`config.mk`:
```
export PLATFORM = sky130hd
export DESIGN_NAME = alu_input_sequencer
export DESIGN_NICKNAME = d
export VERILOG_FILES = /design/src/rtl/alu_input_sequencer.sv
export SDC_FILE = /design/constraint.sdc
export NUM_CORES = 1
export LEC_CHECK = 0
export ABC_AREA = 1
export BUFFER_PORTS_ARGS = -buffer_cell sky130_fd_sc_hd__buf_2
export CORE_MARGIN = 2
export CORE_UTILIZATION = 40
export DETAILED_ROUTE_END_ITERATION = 6
export PLACE_DENSITY_LB_ADDON = 0.12
export SYNTH_ARGS = -nofsm -noshare
export SYNTH_HDL_FRONTEND = slang
export SYNTH_SLANG_ARGS = --single-unit
```
`constraint.sdc`:
```
create_clock -name clk -period 3.2 [get_ports clk]
set_input_delay 0 -clock clk [delete_from_list [all_inputs] [get_ports clk]]
set_output_delay 0 -clock clk [all_outputs]
set_load 0.05 [all_outputs]
```
`src/rtl/alu_input_sequencer.sv`:
```
// Operand/opcode entry front-end: synchronizes load buttons and enforces the A->B->OP order.
// Optional macro BUTTON_DEBOUNCE_EN adds a per-button stable-count debounce before edge detect.
module alu_input_sequencer #(
  parameter int SIZEDATA        = 8,
  parameter int SIZEOP          = 6,
  parameter int N_BUTTONS       = 3,
  parameter int DEBOUNCE_CYCLES = 4
) (
  input  logic                 clk,
  input  logic                 reset,
  input  logic [SIZEDATA-1:0]  switches,
  input  logic [N_BUTTONS-1:0] buttons,
  output logic [SIZEDATA-1:0]  data_a,
  output logic [SIZEDATA-1:0]  data_b,
  output logic [SIZEOP-1:0]    opcode,
  output logic                 valid,
  output logic                 err,
  output logic [1:0]           state
);

  typedef enum logic [1:0] {
    WAIT_A   = 2'd0,
    WAIT_B   = 2'd1,
    WAIT_OP  = 2'd2,
    S_UNUSED = 2'd3
  } state_t;

  state_t               cur, nxt;
  logic [N_BUTTONS-1:0] sync1, sync2, level, prev, rise, match;
  logic                 load_a, load_b, load_op, reject;

  always_ff @(posedge clk or posedge reset) begin
    if (reset) begin
      sync1 <= '0;
      sync2 <= '0;
    end else begin
      sync1 <= buttons;
      sync2 <= sync1;
    end
  end

`ifdef BUTTON_DEBOUNCE_EN
  localparam int CW = $clog2(DEBOUNCE_CYCLES + 1);
  logic [N_BUTTONS-1:0][CW-1:0] cnt;
  logic [N_BUTTONS-1:0]         db;

  // Debounced level flips only after DEBOUNCE_CYCLES consecutive disagreeing samples.
  always_ff @(posedge clk or posedge reset) begin
    if (reset) begin
      db  <= '0;
      cnt <= '0;
    end else begin
      for (int i = 0; i < N_BUTTONS; i++) begin
        if (sync2[i] == db[i]) begin
          cnt[i] <= '0;
        end else if (cnt[i] == CW'(DEBOUNCE_CYCLES - 1)) begin
          db[i]  <= sync2[i];
          cnt[i] <= '0;
        end else begin
          cnt[i] <= cnt[i] + 1'b1;
        end
      end
    end
  end

  assign level = db;
`else
  assign level = sync2;
`endif

  assign rise  = level & ~prev;
  assign state = cur;

  always_ff @(posedge clk or posedge reset) begin
    if (reset) cur <= WAIT_A;
    else       cur <= nxt;
  end

  // Accept only a single rising edge on the button owned by the current state.
  always_comb begin
    nxt     = cur;
    match   = '0;
    load_a  = 1'b0;
    load_b  = 1'b0;
    load_op = 1'b0;
    reject  = 1'b0;
    case (cur)
      WAIT_A:  match = N_BUTTONS'(1);
      WAIT_B:  match = N_BUTTONS'(2);
      WAIT_OP: match = N_BUTTONS'(4);
      default: match = '0;
    endcase
    if (cur == S_UNUSED) begin
      nxt = WAIT_A;
    end else if (rise == match) begin
      load_a  = (cur == WAIT_A);
      load_b  = (cur == WAIT_B);
      load_op = (cur == WAIT_OP);
      nxt     = (cur == WAIT_OP) ? WAIT_A : state_t'(cur + 2'd1);
    end else if (|rise) begin
      reject = 1'b1;
    end
  end

  // valid and err are single-cycle strobes with no back-pressure: valid rises in the
  // same cycle opcode updates and marks data_a/data_b/opcode as one complete operation.
  always_ff @(posedge clk or posedge reset) begin
    if (reset) begin
      prev   <= '0;
      data_a <= '0;
      data_b <= '0;
      opcode <= '0;
      valid  <= 1'b0;
      err    <= 1'b0;
    end else begin
      prev  <= level;
      valid <= load_op;
      err   <= reject;
      if (load_a)  data_a <= switches;
      if (load_b)  data_b <= switches;
      if (load_op) opcode <= switches[SIZEOP-1:0];
    end
  end

endmodule

```
==> impl_results.md <==
- Antenna violations before repair: 0
- Status: finished clean
- GRT overflow: 0
- P&R area growth vs syn: 29.5%
- Drt drc: 0
- Number of synthesized register bits: 35
- Sequential-to-total area share from yosys stat: between 60% and 70%
- Clock Path Buffers: 2
- Total detailed-routing wirelength: around 3.2 mm
- Crit Path Max Fanout: 9
- Minimum clock period: about 1.7 ns
- Syn. warnings: 0
- Worst Path Arrival: ~1.9 ns
- # port buffers: 38
- Via Count: around 1.2k
- Synth cell count leaders: nand2_1, dfrtp_1, nand3_1
- Relative slew slack: 60.2%
- Setup TNS: 0 ns
- Clk_lat worst skew: 0.34 ns
- Count leader, synth: nand2_1
- Setup crit start kind: flop
- WS Path Type: reg -> reg
- Global-route wire length before repair: 5.60 mm
- Unique masters post-synth: 16
- Post-DP HPWL: around 2.2 mm
- Period utilisation layout: between 50% and 60%
- Die area: 4000 um^2
- Placer Congestion: about 0.85
- Syn Area/Cell: 9.62 um^2
- Worst Hold Class: in -> async
- Final setup skew: ~0.0072 ns
- Antenna Violating Nets Remaining: 0
- Die W: ~63 um
- Final net count: roughly 220
- Async S/R FF share, synth: 100%
- Avg WL per Cell: 12.9 um
- VDD IR max: about 0.54 mV
- Clk sinks: 35
- GRT Total Usage: between 15 and 20%
- Max Fclk: roughly 600 MHz
- Setup violators final: 0
- Post-CTS sizing: 0
- Final instance area: approximately 1800 um^2
- CP endpoint kind: flop
- Largest net degree at the start of global routing: 21
- # IOs: 39
- CTS tree: yes
- Synth top area share: 62.3%
- Worst Tran Pin Value: between 0.5 and 0.6 ns
- Share of layout cells above drive strength 1: between 20 and 30%
- Number of synthesized flops with an enable pin: 0
- P_leak: ~0.95 nW
- RSZ-0062 raised after global routing: no
- Layout Utilization: 54.1%
- CTS Root Cell: clkbuf_4
- Final slew viol count: 0
- Max-cap violations: 0
- Area of the core: ~3400 um^2
- CTS Buf Count: 5
- Placed inst area: 1650 um^2
- Power density cells: around 1100 nW/um^2
- Drt pass-1 iters: 4
- Mapped Nets: about 160
- Gate Count Post-Synth: 146
- Netlist Area Pre-Place: 1410 um^2
- Vias in the first global route: 1186
- Hold Vio Cnt, Final: 0
- Site row count: 21
- Post-DR vias/cell: 4.79
- Initial DRC count: 59
- H-tree depth: 2
- Flop2flop setup slack: 1.53 ns
- Worst path required time: ~3.4 ns
- Die H: about 63 um
- Synth area leaders: dfrtp_1, nand2_1, nand3_1, inv_1, nand2_2
- Dominant cell type by area after synthesis: dfrtp_1
- Clock slew at reported path FFs: 0.10 ns
- Starting Density: between 40% and 50%
- N_diodes: 0
- Top_reg_cell synth: dfrtp_1
## flip-flops by register name, summed over array words and instances (netlist names)
| register | flops |
|---|---|
| data_a | 8 |
| data_b | 8 |
| opcode | 6 |
| level | 3 |
| prev | 3 |
| sync1 | 3 |
| state | 2 |
| err | 1 |
| valid | 1 |
## logic make-up (layout without fill, tap and decap cells)
kind of cell	after synthesis	after routing	share of synthesized area, %
buffers and inverters	13	71	4.01
AND/OR/NAND/NOR	94	94	31.4
flip-flops	35	35	62.3
AO/OA/AOI/OAI	4	4	2.23
## what timing repair did
item                                   in CTS  in global routing
setup buffers                               0                  0
hold buffers                               12                  0
endpoints found under the hold margin      40                  0
## power by group
group	total [mW]	leakage, nW	internal, mW	switching, mW
Combinational	1.01	0.527	0.217	0.798
Sequential	0.681	0.396	0.593	0.0883
Clock	0.221	0.0293	0.0855	0.135
## cell usage in the layout (no fill, tap or decap), drive strengths merged
master       Yosys  final
buf              1     39
nor2             8      8
clkbuf           0      7
o21ai            3      3
clkinv           1      2
a21oi            1      1
nand3           23     23
nand2           61     61
dlygate4sd3      0     12
nand4            2      2
inv             11     11
dfrtp           35     35
## per-layer routing
metal	vias up	track usage, %	share of wire (%)	routed length [um]
met5	-	0	0	0
met4	0	8.42	2.8	91
met3	10	5.89	5.5	178
met2	34	29.0	46	1480
met1	574	23.5	46	1480
li1	580	-	-	-
## per-stage QoR
step                      hold WS, ns  instances  power [mW]  setup slack, ns
final                           0.264        250        1.92             1.53
after global routing            0.288        250        2.04             1.41
after CTS                       0.283        250        1.93             1.52
after detailed placement        0.103        230        1.70             1.53
after global placement          0.106        230        1.68             1.58
after floorplan                0.0314        146        1.48             1.46
## critical path, cell delays in order (launching register included)
cell     delay (ns)
dfrtp_1        0.47
inv_2          0.16
nand2_1        0.08
nand2_1        0.08
nand2_1        0.14
a21oi_4        0.29
nand2_2        0.21
nand2_1        0.11
nand2_1        0.05
## worst paths after layout
check / from / end / cells past startpoint
min in group clk: buttons[1] / sync1[1]$_DFF_PP0_ / 2
min reg2reg: sync1[2]$_DFF_PP0_ / level[2]$_DFF_PP0_ / 0
max reg2reg: state[0]$_DFFE_PP0P_ / data_a[3]$_DFFE_PP0P_ / 8
max: state[0]$_DFFE_PP0P_ / data_a[3]$_DFFE_PP0P_ / 8
min: reset / sync1[1]$_DFF_PP0_ / 3
max in group asynchronous: reset / state[1]$_DFFE_PP0P_ / 4
## cell type report
class / count / area, um^2
Clock buffer: 7 / 45.0
Clock inverter: 1 / 5.00
Fill cell: 361 / 1540
Inverter: 12 / 45.0
Multi-Input combinational cell: 98 / 473
Sequential cell: 35 / 876
Tap cell: 46 / 57.6
Timing Repair Buffer: 51 / 318
No activity file was read; power rests on OpenSTA's default activity.
